File: src/rtl/modulo_counter_chain_pkg.sv
// Shared defaults for the modulo counter chain: digit width, the prescale
// values for a 50 MHz board clock, and the stage count of an hh:mm:ss clock.
package modulo_counter_chain_pkg;

  localparam int DIGIT_W_DEFAULT    = 4;
  localparam int PRESCALE_1S        = 50_000_000;
  localparam int PRESCALE_100MS     = 5_000_000;
  localparam int PRESCALE_W_DEFAULT = 26;
  localparam int STAGES_HMS         = 6;

endpackage

File: src/rtl/modulo_digit.sv
// One digit of the chain: a registered digit with a runtime limit, up/down
// stepping, a boundary flag for the stage above, and a clamped preset.
module modulo_digit
  import modulo_counter_chain_pkg::*;
#(
  parameter int DIGIT_W = DIGIT_W_DEFAULT
) (
  input  logic               clk,
  input  logic               reset,
  input  logic               up,
  input  logic               step_in,
  input  logic               load,
  input  logic [DIGIT_W-1:0] load_digit,
  input  logic [DIGIT_W-1:0] limit,
  output logic [DIGIT_W-1:0] digit,
  output logic [DIGIT_W-1:0] next_digit,
  output logic               boundary_out
);

  // Counting up, anything at or past the limit is the boundary, so a digit
  // stranded above a lowered limit wraps to zero on its next step.
  always_comb begin
    boundary_out = up ? (digit >= limit) : (digit == '0);
  end

  always_comb begin
    next_digit = digit;
    if (load) begin
      next_digit = (load_digit > limit) ? limit : load_digit;
    end else if (step_in) begin
      if (up) begin
        next_digit = boundary_out ? '0 : digit + DIGIT_W'(1);
      end else if (boundary_out || (digit > limit)) begin
        next_digit = limit;
      end else begin
        next_digit = digit - DIGIT_W'(1);
      end
    end
  end

  always_ff @(posedge clk or negedge reset) begin
    if (!reset) begin
      digit <= '0;
    end else begin
      digit <= next_digit;
    end
  end

endmodule

File: src/rtl/modulo_counter_chain.sv
// Cascade of modulo digits advanced by an internal tick prescaler, with a
// chain-wrap carry pulse and an alarm comparator on the next count value.
module modulo_counter_chain
  import modulo_counter_chain_pkg::*;
#(
  parameter int STAGES     = STAGES_HMS,
  parameter int DIGIT_W    = DIGIT_W_DEFAULT,
  parameter int PRESCALE   = PRESCALE_100MS,
  parameter int PRESCALE_W = PRESCALE_W_DEFAULT
) (
  input  logic                      clk,
  input  logic                      reset,
  input  logic                      en,
  input  logic                      up,
  input  logic                      load,
  input  logic [STAGES*DIGIT_W-1:0] load_value,
  input  logic [STAGES*DIGIT_W-1:0] limits,
  input  logic                      alarm_en,
  input  logic [STAGES*DIGIT_W-1:0] alarm_value,
  input  logic                      alarm_clr,
  output logic [STAGES*DIGIT_W-1:0] count,
  output logic                      tick,
  output logic                      carry_out,
  output logic                      alarm,
  output logic                      alarm_flag
);

  localparam int CW = STAGES * DIGIT_W;
  localparam logic [PRESCALE_W-1:0] PRE_LAST = PRESCALE_W'(PRESCALE - 1);

  logic [PRESCALE_W-1:0] pre_cnt;
  logic [STAGES-1:0]     step_in;
  logic [STAGES-1:0]     boundary;
  logic [CW-1:0]         next_count;
  logic                  chain_wrap;
  logic                  alarm_hit;

  // A load restarts the tick period from zero and swallows any tick that
  // would otherwise have been issued on the same edge.
  always_ff @(posedge clk or negedge reset) begin
    if (!reset) begin
      pre_cnt <= '0;
      tick    <= 1'b0;
    end else if (load) begin
      pre_cnt <= '0;
      tick    <= 1'b0;
    end else if (en) begin
      if (pre_cnt == PRE_LAST) begin
        pre_cnt <= '0;
        tick    <= 1'b1;
      end else begin
        pre_cnt <= pre_cnt + PRESCALE_W'(1);
        tick    <= 1'b0;
      end
    end else begin
      tick <= 1'b0;
    end
  end

  // Enables are formed combinationally so every stage moves on the same edge.
  always_comb begin
    logic run;
    run = tick;
    for (int i = 0; i < STAGES; i++) begin
      step_in[i] = run;
      run        = run & boundary[i];
    end
    chain_wrap = run;
  end

  for (genvar g = 0; g < STAGES; g++) begin : g_stage
    modulo_digit #(
      .DIGIT_W(DIGIT_W)
    ) u_digit (
      .clk         (clk),
      .reset       (reset),
      .up          (up),
      .step_in     (step_in[g]),
      .load        (load),
      .load_digit  (load_value[g*DIGIT_W +: DIGIT_W]),
      .limit       (limits[g*DIGIT_W +: DIGIT_W]),
      .digit       (count[g*DIGIT_W +: DIGIT_W]),
      .next_digit  (next_count[g*DIGIT_W +: DIGIT_W]),
      .boundary_out(boundary[g])
    );
  end

  // Matching on the next value, only when the count is being written,
  // keeps a parked count from re-firing the alarm every cycle.
  assign alarm_hit = alarm_en & (load | tick) & (next_count == alarm_value);

  always_ff @(posedge clk or negedge reset) begin
    if (!reset) begin
      carry_out  <= 1'b0;
      alarm      <= 1'b0;
      alarm_flag <= 1'b0;
    end else begin
      carry_out <= chain_wrap & ~load;
      alarm     <= alarm_hit;
      if (alarm_hit) begin
        alarm_flag <= 1'b1;
      end else if (alarm_clr) begin
        alarm_flag <= 1'b0;
      end
    end
  end

endmodule

File: config.mk
export PLATFORM = sky130hd
export DESIGN_NAME = modulo_counter_chain
export DESIGN_NICKNAME = d
export VERILOG_FILES = /design/src/rtl/modulo_counter_chain_pkg.sv /design/src/rtl/modulo_digit.sv /design/src/rtl/modulo_counter_chain.sv
export SDC_FILE = /design/constraint.sdc
export NUM_CORES = 1
export LEC_CHECK = 0
export CORE_MARGIN = 10
export CORE_UTILIZATION = 50
export CTS_BUF_LIST = sky130_fd_sc_hd__clkbuf_16
export CTS_CLUSTER_SIZE = 16
export DETAILED_ROUTE_END_ITERATION = 12
export HOLD_SLACK_MARGIN = 0.15
export PLACE_DENSITY_LB_ADDON = 0.05
export SLEW_MARGIN = 20
export SYNTH_ARGS = -nofsm -noshare
export SYNTH_HDL_FRONTEND = slang
export SYNTH_SLANG_ARGS = --single-unit
File: constraint.sdc
create_clock -name clk -period 6.63 [get_ports clk]
set_input_delay 1.326 -clock clk [delete_from_list [all_inputs] [get_ports clk]]
set_output_delay 1.326 -clock clk [all_outputs]
set_load 0.005 [all_outputs]
Word level (Yosys, flattened, before mapping)

Index checks and enable logic that the tools add are counted.

Register bits after elaboration: 54
Logic and storage cells: 119

Add/subtract/negate cells: 13
Reduce and logical (&&, ||, !) cells: 14
Mux-type cells: 50
Magnitude comparators: 18
Bitwise logic cells: 11
Eq/ne operators: 2

Operators with widths:

| kind                  | number |
|---|---|
| $mux 4                | 36 |
| $mux 26               | 3 |
| $gt 4x4->1            | 12 |
| $add 26x1->26 const B | 1 |
| $eq 26x23->1 const B  | 1 |
| $add 4x1->4 const B   | 6 |
| $eq 24x24->1          | 1 |
| $ge 4x4->1            | 6 |
| $logic_not 4->1       | 6 |
| $sub 4x1->4 const B   | 6 |
| $mux 1                | 11 |
| $and 1x1->1           | 9 |
| $logic_or 1x1->1      | 6 |
| $reduce_bool 2->1     | 2 |
| $not 1->1             | 1 |
| $or 1x1->1            | 1 |

Longest topological paths before layout

Gate-level depths: netlist (run 1).

Depth in word-level cells: 12
Depth in mapped cells: 13

Hierarchy

A second synthesis (run 1) with hierarchy kept.

Cells, all modules: 680
Area total of the unflattened synthesis: 5820.6 µm²

By module, submodules not included:

| module               | times used | area each (µm²) | cells each |
|---|---|---|---|
| modulo_digit         | 6          | 651.9           | 79 |
| modulo_counter_chain | 1          | 1909.3          | 206 |

Least setup slack after synthesis (run 1)

Ideal clock, no wire load.

Path type: in2reg
Start: in limits[16]
End: reg alarm_flag
Data arrival time: 3.989 ns
Cell stages on the path: 11
Path slack: 2.546 ns
Cell sequence: ha_1 > nand2b_1 > a2111oi_2 > nor3b_1 > a211oi_1 > xnor2_1 > o21ai_0 > a2111o_1 > a2111oi_2 > nand4_1 > o32ai_2

Cells in the longest elaborated chain, start to end: 10
Elaborated cells between the ends (all ways): 18

Ends and longest elaborated chain:

| element                                            | RTL line                    | source |
|---|---|---|
| start: declaration                                 | modulo_counter_chain.sv:17  | `input logic [STAGES*DIGIT_W-1:0] limits,` |
| $ge 4x4->1                                         | modulo_digit.sv:23          | `boundary_out = up ? (digit >= limit) : (digit == '0);` |
| $mux 1                                             | modulo_digit.sv:23          |  |
| $logic_or 1x1->1                                   | modulo_digit.sv:33          | `end else if (boundary_out \|\| (digit > limit)) begin` |
| $mux 4                                             | modulo_digit.sv:33          |  |
| $mux 4                                             | modulo_digit.sv:31          | `if (up) begin` |
| $mux 4                                             | modulo_digit.sv:30          | `end else if (step_in) begin` |
| $mux 4                                             | modulo_digit.sv:28          | `if (load) begin` |
| $eq 24x24->1 *                                     | modulo_counter_chain.sv:90  | `assign alarm_hit = alarm_en & (load \| tick) & (next_count == alarm_value);` |
| $and 1x1->1 *                                      | modulo_counter_chain.sv:90  |  |
| $mux 1 / $reduce_bool 2->1 (equally long branches) | --                          |  |
| end signal: assignment                             | modulo_counter_chain.sv:96  | `alarm_flag <= 1'b0;` |
| end signal: assignment                             | modulo_counter_chain.sv:101 | `alarm_flag <= 1'b1;` |
| end signal: assignment                             | modulo_counter_chain.sv:103 | `alarm_flag <= 1'b0;` |
| end: declaration                                   | modulo_counter_chain.sv:25  | `output logic alarm_flag` |

Every way passes the cells marked *; elsewhere a longest branch is shown, timed or not.
A chain may end at the register's enable or synchronous reset.

Worst setup path in the final report (run 1)

Start: in limits[11]
End: reg alarm

Cells in the longest elaborated chain, start to end: 9
Elaborated cells between the ends (all ways): 22

Ends and longest elaborated chain:

| element                                                | RTL line                                       | source |
|---|---|---|
| $ge 4x4->1                                             | modulo_digit.sv:23                             |  |
| $mux 1                                                 | modulo_digit.sv:23                             |  |
| $and 1x1->1 / $logic_or 1x1->1 (equally long branches) | modulo_counter_chain.sv:66, modulo_digit.sv:33 |  |
| $and 1x1->1 / $mux 4 (equally long branches)           | modulo_counter_chain.sv:66, modulo_digit.sv:33 |  |
| $and 1x1->1 / $mux 4 (equally long branches)           | modulo_counter_chain.sv:66, modulo_digit.sv:31 |  |
| $mux 4                                                 | modulo_digit.sv:30                             |  |
| $mux 4                                                 | modulo_digit.sv:28                             |  |
| $eq 24x24->1 *                                         | modulo_counter_chain.sv:90                     |  |
| $and 1x1->1 *                                          | modulo_counter_chain.sv:90                     |  |
| via alarm_hit                                          | modulo_counter_chain.sv:36                     | `logic alarm_hit;` |
| end signal: assignment                                 | modulo_counter_chain.sv:99                     | `alarm <= alarm_hit;` |
| end: declaration                                       | modulo_counter_chain.sv:24                     | `output logic alarm,` |

Mark *: on every way through the listed nets, which the timed path passes. The rest lies on a longest branch.

==> metrics.txt, run 1 <==
cell area after synthesis 0.00624 mm²; synthesis-to-layout area growth 20.2%; number of cell rows 40; global route overflow 0; final hold slack 524 ps; Max transition margin 35.4%; result of the run finished clean; largest clock skew in the final design 5.71 ps; final critical-path required period 4940 ps; final wirelength 19300 µm; Max H-tree Level 2; die width 132 µm; pre-CTS WS 1520 ps; maximum clock rate 202 MHz; number of antenna violations at the first check in global routing 0; Util after Layout 61.9%; number of enable flip-flop cells after synthesis 0; sequential-to-total area share from yosys stat 21.7%; Sum Neg Setup Slack 0 ps; number of design-rule violations left by the first detailed-router iteration 558; cell-by-cell trace of the critical path clkdlybuf4s50_1 > inv_1 > ha_1 > nand4_1 > nand2_1 > o31a_1 > nand4_1 > or2_2 > a32oi_1 > o2111ai_1 > a2111oi_2 > nand4_1 > nor3_1; CTS tree done; layout cell share with drive strength beyond 1 4.93%; wire length of the first global-routing pass 31500 µm; count of endpoints failing setup in the final report 0; io pins 107; most prevalent standard cell on the critical path nand4_1; post-synthesis cell type count 78; count leader, synth nor2_1; buffers inserted during post-CTS setup optimization 0; Die Ht 132 µm; total count of hold-check failures in the final report 0; post-route insts no fill 1020; Final Cell Area 0.00750 mm²; TritonCTS buffer count 5; per-instance average area after synthesis 8.21 µm²; Synth area leader dfrtp_1; count of TritonRoute iterations in the first routing pass 5; critical path's top delay family simple AND/OR/NAND/NOR gates; Sink Count 54; maximum number of pins on one net before global-route repair 55; clk_lat worst skew 300 ps; fin worst setup slack 1690 ps; post-detailed-route via-to-cell ratio 6.15; PwrDens 176 mW/mm²; number of hold buffers added after cts 0; final max-slew violation count 0; Fillers 1100; count of nets after finishing 992; commonest cells in the synthesized netlist nor2_1 (80), ha_1 (62), dfrtp_1 (54), inv_1 (50), o21ai_0 (46); master of the slowest instance on the critical path clkdlybuf4s50_1; CP Data Arrival Time 5140 ps; Antenna Nets Post-Route 0; main area contributors after synthesis dfrtp_1 (22%), ha_1 (12%), xnor2_1 (5.5%); max-cap violation count 0; Worst Max-Slew Pin Slew 966 ps; vias in the first global route 6212; launching element type of the critical path primary input; leak pwr 3.20 nW; delay contributed by the slowest stage of the critical path 530 ps; clock transition at the registers of the reported paths 80 ps; effective utilization at floorplan 51.5%; portion of the clock cycle consumed by the worst path in the final layout 74.5%; Post-synth top flop dfrtp_1; largest voltage drop on the vdd net 127 µV; post-detailed-placement cell area 0.00735 mm²; kind of critical path primary input to flop; Resized Gates After CTS 0; net count after synthesis 901; CP endpoint kind flop; Synth Register Bits 54; cell total after placement 1012; routed wirelength normalized by instance count 18.9 µm; type of the most critical hold path flop to flop; Clk Tree Root Cell clkbuf_16; port bufs 106; maximum root-to-sink buffer count 2; Bufs and invs on worst path 2; CP required 6830 ps; RSZ-0062 raised after global routing no; maximum fanout encountered on the critical timing path 14; synthesized instance count 760; total power after layout 1.32 mW; Yosys Warn Count 0; async set-reset flop share out of synthesis 100%; vias post-DR 6276; die footprint 0.0173 mm²; area share of the leading cell type in the synthesized netlist 21.7%; last weighted congestion value of the routability-driven placer 0.967; area of the core region 0.0121 mm²; diode count 0; global router's overall resource usage 21.2%; sum of net half-perimeters after detailed placement 15300 µm; DRC 0
-- power by group --
group	leakage [nW]	internal [mW]	switching [mW]
Clock	0.0763	0.146	0.143
Combinational	2.42	0.298	0.326
Sequential	0.701	0.351	0.0592
Total	3.20	0.795	0.528
-- layer usage --
| layer | GRT usage, % | vias to the layer above | part of all wire (%) |
|---|---|---|---|
| li1 | - | 3012 | - |
| met1 | 27.5 | 3005 | 45 |
| met2 | 35.3 | 233 | 48 |
| met3 | 3.89 | 26 | 5.8 |
| met4 | 5.56 | 0 | 1.7 |
| met5 | 0 | - | 0 |
-- flip-flops by register name, summed over array words and instances, names as in the netlist --
| register | count |
|---|---|
| pre_cnt | 26 |
| g_stage.u_digit.digit | 24 |
| alarm | 1 |
| alarm_flag | 1 |
| carry_out | 1 |
| tick | 1 |
-- logic make-up (layout without fill, tap and decap cells) --
| kind of cell | Yosys count | after routing | share of synthesized area, % |
|---|---|---|---|
| xor gates and xnor gates | 66 | 66 | 9.26 |
| adders and majority gates | 62 | 62 | 12.4 |
| buffers and inverters | 78 | 170 | 6.28 |
| DFF | 54 | 54 | 21.7 |
| muxes | 39 | 39 | 6.38 |
| AOI/OAI and AO/OA | 199 | 199 | 22.4 |
| and+or+nand+nor | 262 | 262 | 21.6 |
-- cells in the final DEF, fill, tap and decap left out, types with 9 or more instances in the layout --
cell,instances
nand2b_1,11
nor2_1,80
nor3_1,19
mux2i_1,33
xnor2_1,39
xor2_1,27
nand4_1,27
nand2_1,38
inv_1,50
a21oi_1,40
nand3_1,24
ha_1,62
clkdlybuf4s50_1,105
nor2b_1,9
o21ai_0,46
dfrtp_1,54
-- worst reg2reg max path: cells and delay by family (launching register included) --
family | cells | cell delay [ps]
and+or+nand+nor | 5 | 1940
AOI/OAI and AO/OA | 4 | 1000
DFF | 1 | 500
adders and majority gates | 1 | 230
buffers and inverters | 1 | 220
-- path summary, 6_finish.rpt --
| check | cells after the start | end | from | slack (ps) |
|---|---|---|---|---|
| setup reg to reg | 11 | alarm$_DFF_PN0_ | g_stage[1].u_digit.digit[0]$_DFF_PN0_ | 2650 |
| max in group asynchronous | 2 | pre_cnt[5]$_DFFE_PN0P_ | reset | 5000 |
| hold reg to reg | 1 | pre_cnt[1]$_DFFE_PN0P_ | pre_cnt[1]$_DFFE_PN0P_ | 520 |
| setup / recovery | 13 | alarm$_DFF_PN0_ | limits[11] | 1690 |
| hold / removal | 1 | pre_cnt[1]$_DFFE_PN0P_ | pre_cnt[1]$_DFFE_PN0P_ | 520 |
| min in group asynchronous | 2 | g_stage[2].u_digit.digit[3]$_DFF_PN0_ | reset | 1150 |
-- area by class of cell --
type / count / area, µm² / area share [%]
clock inverter: 3 / 28.8 / 0.384
multi-input combinational: 628 / 4500 / 59.9
timing repair buffer: 112 / 1100 / 14.7
inverter: 50 / 188 / 2.50
tap: 168 / 210 / 2.80
sequential: 54 / 1350 / 18.0
clock buffer: 5 / 125 / 1.67
No activity file was read; power rests on OpenSTA's default activity.
==> run 2, diff against run 1 <==
==> constraint.sdc (replaced) <==
create_clock -name clk -period 4.7 [get_ports clk]
set_input_delay 0.94 -clock clk [delete_from_list [all_inputs] [get_ports clk]]
set_output_delay 0.94 -clock clk [all_outputs]
set_load 0.005 [all_outputs]
==> run 2 against run 1 <==
Clock power grew 42%. Non-clock buffer count grew 7. Register-to-register slack lost 1600 ps. Die area is the same. Combinational power grew 43%. Wire length grew 1.7%. Cell area grew 1.0%. Total power grew 42%. Clock skew grew 1.6 ps. Critical endpoint is now alarm_flag$_DFFE_PN0P_. Sequential share of layout area shrank 0.18 points. Worst hold slack gained 5.4 ps.
==> metrics.txt, run 2 (synthesized netlist as in run 1, its figures left out) <==
result of the run finished clean; vias post-DR 6286 (+0.16%); Final Cell Area 0.00758 mm² (+1.0%); launching element type of the critical path primary input; CTS tree done; Clk Tree Root Cell clkbuf_16; final max-slew violation count 0 (unchanged); number of antenna violations at the first check in global routing 0 (unchanged); Fillers 1121 (+1.9%); total power after layout 1.88 mW (+42%); Max H-tree Level 2 (unchanged); clk_lat worst skew 300 ps (about the same); routed wirelength normalized by instance count 19.1 µm (+1.1%); commonest non-fill, non-tap cell in the layout clkdlybuf4s50_1; post-detailed-route via-to-cell ratio 6.12 (-0.52%); critical path's top delay family compound AO/OA/AOI/OAI gates; io pins 107 (unchanged); global router's overall resource usage 21.7% (+0.51 points); most prevalent standard cell on the critical path nand4_1; maximum root-to-sink buffer count 2 (unchanged); Psw 0.752 mW (+42%); last weighted congestion value of the routability-driven placer 0.970 (+0.38%); clock transition at the registers of the reported paths 80 ps (about the same); PwrDens 248 mW/mm² (+41%); vias in the first global route 6311 (+1.6%); CP Data Arrival Time 4480 ps (-660 ps); DRC 0 (unchanged); post-detailed-placement cell area 0.00742 mm² (+1.1%); buffers inserted during post-CTS setup optimization 0 (unchanged); maximum clock rate 234 MHz; count of TritonRoute iterations in the first routing pass 6 (+1); highest-count cells in the layout ignoring fill and taps clkdlybuf4s50_1 (105), nor2_1 (80), ha_1 (62), dfrtp_1 (54), inv_1 (50); portion of the clock cycle consumed by the worst path in the final layout 90.8%; fin worst setup slack 434 ps (-1250 ps); Sink Count 54 (unchanged); type of the most critical hold path flop to flop; count of endpoints failing setup in the final report 0 (unchanged); final critical-path required period 4270 ps; synthesis-to-layout area growth 21.5%; delay contributed by the slowest stage of the critical path 530 ps (about the same); pre-CTS WS 132 ps (-1390 ps); global route overflow 0 (unchanged); Comb pwr share 47.3% (about the same); die footprint 0.0173 mm² (unchanged); sum of net half-perimeters after detailed placement 15600 µm (+2.0%); maximum fanout encountered on the critical timing path 3 (-11); Resized Gates After CTS 0 (unchanged); Flop pwr share 30.9% (about the same); wire length of the first global-routing pass 32100 µm (+2.1%); Max transition margin 37.0% (+1.7 points); Bufs and invs on worst path 2 (unchanged); Antenna Nets Post-Route 0 (unchanged); diode count 0 (unchanged); maximum number of pins on one net before global-route repair 40 (-27%); total count of hold-check failures in the final report 0 (unchanged); Die Ht 132 µm (unchanged); port bufs 106 (unchanged); master of the slowest instance on the critical path a2111oi_1; CP required 4910 ps (-1920 ps); RSZ-0062 raised after global routing no; leak pwr 3.24 nW (+1.3%); number of design-rule violations left by the first detailed-router iteration 576 (+3.2%); layout cell share with drive strength beyond 1 5.70% (+0.77 points); cell-by-cell trace of the critical path clkdlybuf4s50_1 > inv_1 > ha_1 > and3b_1 > a2111oi_1 > nor2_1 > mux2i_1 > xnor2_1 > o21ai_0 > nand4_1 > a2111oi_0 > nand4_1 > o32ai_2; Internal Power 1.13 mW (+42%); largest voltage drop on the vdd net 156 µV (+23%); kind of critical path primary input to flop; number of hold buffers added after cts 0 (unchanged); count of nets after finishing 999 (+0.71%); max FFs per register 26 (unchanged); effective utilization at floorplan 51.5% (unchanged); die width 132 µm (unchanged); clock share of power 21.8% (about the same); Reg with most FFs pre_cnt; CP endpoint kind flop; largest clock skew in the final design 7.31 ps (+1.60 ps); Sum Neg Setup Slack 0 ps (unchanged); number of cell rows 40 (unchanged); Worst Max-Slew Pin Slew 941 ps (-24.8 ps); TritonCTS buffer count 5 (unchanged); largest registers pre_cnt (26), g_stage.u_digit.digit (24); max-cap violation count 0 (unchanged); final wirelength 19700 µm (+1.7%); sw frac 39.9% (about the same); area of the core region 0.0121 mm² (unchanged)
[run 2: changes by cell type in the layout (fill, tap and decap cells not counted)]
| cell | previous run | this run |
|---|---|---|
| buf_12 | 0 | 2 |
| buf_4 | 6 | 11 |
[run 2: worst paths after layout]
path	start	to	slack [ps]	cells after the start
worst min register to register	pre_cnt[0]$_DFFE_PN0P_	pre_cnt[0]$_DFFE_PN0P_	530	1
max in group asynchronous	reset	g_stage[5].u_digit.digit[0]$_DFF_PN0_	3230	2
worst max-delay path	limits[6]	alarm_flag$_DFFE_PN0P_	430	13
min in group asynchronous	reset	g_stage[2].u_digit.digit[1]$_DFF_PN0_	610	1
worst min-delay path	pre_cnt[0]$_DFFE_PN0P_	pre_cnt[0]$_DFFE_PN0P_	530	1
worst max register to register	g_stage[1].u_digit.digit[0]$_DFF_PN0_	alarm_flag$_DFFE_PN0P_	1070	11
[run 2: cell type report]
class                      count  area [µm²]  area share [%]
multi-input combinational    628        4500            59.3
tap                          168         210            2.77
clock buffer                   5         125            1.65
timing repair buffer         119        1180            15.6
clock inverter                 3        28.8           0.380
inverter                      50         188            2.48
sequential                    54        1350            17.8
[run 2: metal layers]
layer  track usage (%)  part of all wire [%]  vias up
li1                  -                     -     3023
met1              28.9                    45     3024
met2              36.1                    47      217
met3              3.66                   6.5       22
met4              4.57                   1.3        0
met5                 0                     0        -
[run 2: metrics by stage]
stage	hold slack [ps]	util, %	cells
3_3_place_gp	491	61.3	1019
5_1_grt	562	62.6	1027
2_1_floorplan	471	-	760
3_5_place_dp	511	61.3	1019
4_1_cts	526	62.6	1027
6_report	530	62.6	1027
[run 2: power by group through the flow]
| stage | Combinational, mW | Clock (mW) | Sequential (mW) |
|---|---|---|---|
| final | 0.891 | 0.410 | 0.581 |
| after global routing | 0.984 | 0.438 | 0.587 |
| after CTS | 0.884 | 0.419 | 0.579 |
| after detailed placement | 0.878 | 0 | 0.588 |
| after global placement | 0.862 | 0 | 0.587 |
| after floorplan | 0.593 | 0 | 0.553 |
==> run 3, diff against run 2 <==
--- a/config.mk
+++ b/config.mk
@@ -5,7 +5,7 @@
 export SDC_FILE = /design/constraint.sdc
 export NUM_CORES = 1
 export LEC_CHECK = 0
-export CORE_MARGIN = 10
+export CORE_MARGIN = 1.5
 export CORE_UTILIZATION = 50
 export CTS_BUF_LIST = sky130_fd_sc_hd__clkbuf_16
 export CTS_CLUSTER_SIZE = 16
==> run 3 against run 2 <==
Final cell count rose by 0.58%. Via count fell by 1.1%. Die area fell by 24%. Maximum frequency rose by 0.33%. Clock skew fell by 3.0 ps. Clock power fell by 4%. Setup slack improved by 14 ps. Sequential power barely moved. Non-clock buffer count rose by 6. First-iteration DRC count fell by 38%. Critical path type unchanged. Largest power group unchanged.
==> metrics.txt, run 3 (synthesized netlist as in run 1, its figures left out) <==
number of hold buffers added after cts 0 (unchanged); Final Cell Area 0.00761 mm² (+0.43%); port bufs 106 (unchanged); critical path's top delay family compound AO/OA/AOI/OAI gates; effective utilization at floorplan 51.5% (unchanged); Sink Count 54 (unchanged); PwrDens 245 mW/mm² (-1.3%); number of cell rows 40 (unchanged); maximum number of pins on one net before global-route repair 33 (-18%); hold depth 1 (unchanged); largest registers pre_cnt (26), g_stage.u_digit.digit (24); die width 115 µm (-13%); DRC 0 (unchanged); last weighted congestion value of the routability-driven placer 0.930 (-4.1%); clock transition at the registers of the reported paths 80 ps (about the same); largest clock skew in the final design 4.34 ps (-2.97 ps); result of the run finished clean; number of antenna violations at the first check in global routing 0 (unchanged); global route overflow 0 (unchanged); final hold slack 528 ps (-1.24 ps); Die Ht 115 µm (-13%); final max-slew violation count 0 (unchanged); count of nets after finishing 1005 (+0.60%); post-detailed-placement cell area 0.00746 mm² (+0.44%); vias post-DR 6218 (-1.1%); Reg with most FFs pre_cnt; cell-by-cell trace of the critical path clkdlybuf4s50_1 > inv_1 > ha_1 > and3b_1 > a2111oi_1 > nor2_1 > mux2i_1 > xor2_1 > a41oi_1 > a2111o_1 > a2111oi_2 > nand4_1 > o32ai_2; Bufs and invs on worst path 2 (unchanged); highest-count cells in the layout ignoring fill and taps clkdlybuf4s50_1 (105), nor2_1 (80), ha_1 (62), dfrtp_1 (54), inv_1 (50); final wirelength 18300 µm (-6.6%); diode count 0 (unchanged); sum of net half-perimeters after detailed placement 14500 µm (-7.0%); TritonCTS buffer count 5 (unchanged); routed wirelength normalized by instance count 17.8 µm (-7.2%); global router's overall resource usage 27.7% (+6.0 points); commonest non-fill, non-tap cell in the layout clkdlybuf4s50_1; CP Data Arrival Time 4460 ps (-20 ps); wire length of the first global-routing pass 29400 µm (-8.6%); vias in the first global route 5990 (-5.1%); buffers inserted during post-CTS setup optimization 0 (unchanged); launching point of the worst reg2reg path g_stage[1].u_digit.digit[0]$_DFF_PN0_; total count of hold-check failures in the final report 0 (unchanged); Sum Neg Setup Slack 0 ps (unchanged); master of the slowest instance on the critical path clkdlybuf4s50_1; RSZ-0062 raised after global routing no; worst flop-to-flop path endpoint alarm_flag$_DFFE_PN0P_; maximum root-to-sink buffer count 2 (unchanged); number of stages on the worst setup path 13 (unchanged); portion of the clock cycle consumed by the worst path in the final layout 90.5% (-0.30 points); CP required 4910 ps (about the same); die footprint 0.0132 mm² (-24%); Register-to-Register Path Depth 11 (unchanged); CP endpoint kind flop; io pins 107 (unchanged); fin worst setup slack 448 ps (+13.9 ps); layout cell share with drive strength beyond 1 6.36% (+0.65 points); Antenna Nets Post-Route 0 (unchanged); synthesis-to-layout area growth 22.0%; worst setup path startpoint limits[6]; worst setup path endpoint alarm_flag$_DFFE_PN0P_; maximum clock rate 235 MHz (+0.33%); largest voltage drop on the vdd net 158 µV (+0.98%); maximum fanout encountered on the critical timing path 3 (unchanged); type of the most critical hold path flop to flop; count of endpoints failing setup in the final report 0 (unchanged); Worst Max-Slew Pin Slew 1010 ps (+71.4 ps); area of the core region 0.0121 mm² (unchanged); register-to-register setup slack 980 ps (-90 ps); launching element type of the critical path primary input; clk_lat worst skew 300 ps (about the same); leak pwr 3.26 nW (+0.76%); max FFs per register 26 (unchanged); number of design-rule violations left by the first detailed-router iteration 360 (-38%); Resized Gates After CTS 0 (unchanged); max-cap violation count 0 (unchanged); post-detailed-route via-to-cell ratio 6.02 (-1.7%); delay contributed by the slowest stage of the critical path 510 ps (-20 ps); pre-CTS WS 164 ps (+32.3 ps); Util after Layout 62.8% (+0.27 points); count of TritonRoute iterations in the first routing pass 5 (-1); CTS tree done; final critical-path required period 4250 ps (-13.9 ps); kind of critical path primary input to flop; Clk Tree Root Cell clkbuf_16; Max transition margin 32.2% (-4.8 points); Max H-tree Level 2 (unchanged)
[run 3: through the flow]
| stage | power (mW) | cells |
|---|---|---|
| floorplan | 1.15 | 760 |
| global placement | 1.45 | 1025 |
| detailed placement | 1.46 | 1025 |
| CTS | 1.87 | 1033 |
| global route | 1.99 | 1033 |
| finish | 1.87 | 1033 |
[run 3: cell type report]
cell class | count | area (µm²)
clock buffer | 5 | 125
clock inverter | 3 | 28.8
fill | 1088 | 4500
inverter | 50 | 188
multi-input combinational | 628 | 4500
sequential | 54 | 1350
tap | 168 | 210
timing repair buffer | 125 | 1210
[run 3: where the power goes]
group          switching (mW)  internal, mW  total, mW
clock                   0.190         0.205      0.395
combinational           0.457         0.434      0.891
sequential             0.0843         0.495      0.580
total                   0.732          1.13       1.87
[run 3: worst min path at each step]
stage,startpoint,endpoint
after global routing,pre_cnt[24]$_DFFE_PN0P_,pre_cnt[24]$_DFFE_PN0P_
after global placement,pre_cnt[24]$_DFFE_PN0P_,pre_cnt[24]$_DFFE_PN0P_
after CTS,pre_cnt[0]$_DFFE_PN0P_,pre_cnt[0]$_DFFE_PN0P_
after floorplan,pre_cnt[24]$_DFFE_PN0P_,pre_cnt[24]$_DFFE_PN0P_
final,pre_cnt[1]$_DFFE_PN0P_,pre_cnt[1]$_DFFE_PN0P_
after detailed placement,pre_cnt[0]$_DFFE_PN0P_,pre_cnt[0]$_DFFE_PN0P_
[run 3: worst reg2reg max path: stages (launching register included)]
cell       delay [ps]
dfrtp_1           480
inv_1             230
ha_1              230
nor3b_1           460
o22a_1            360
nand4_1           300
buf_4             270
o31ai_1           370
xnor2_1           130
a2111oi_2         360
nand4_1           190
o32ai_2           240
[run 3: layer usage]
metal	GRT usage [%]	routed length (µm)	share of wire [%]
met5	0	0	0
met4	7.49	343	1.9
met3	3.07	865	4.7
met2	46.4	8570	47
met1	38.3	8570	47
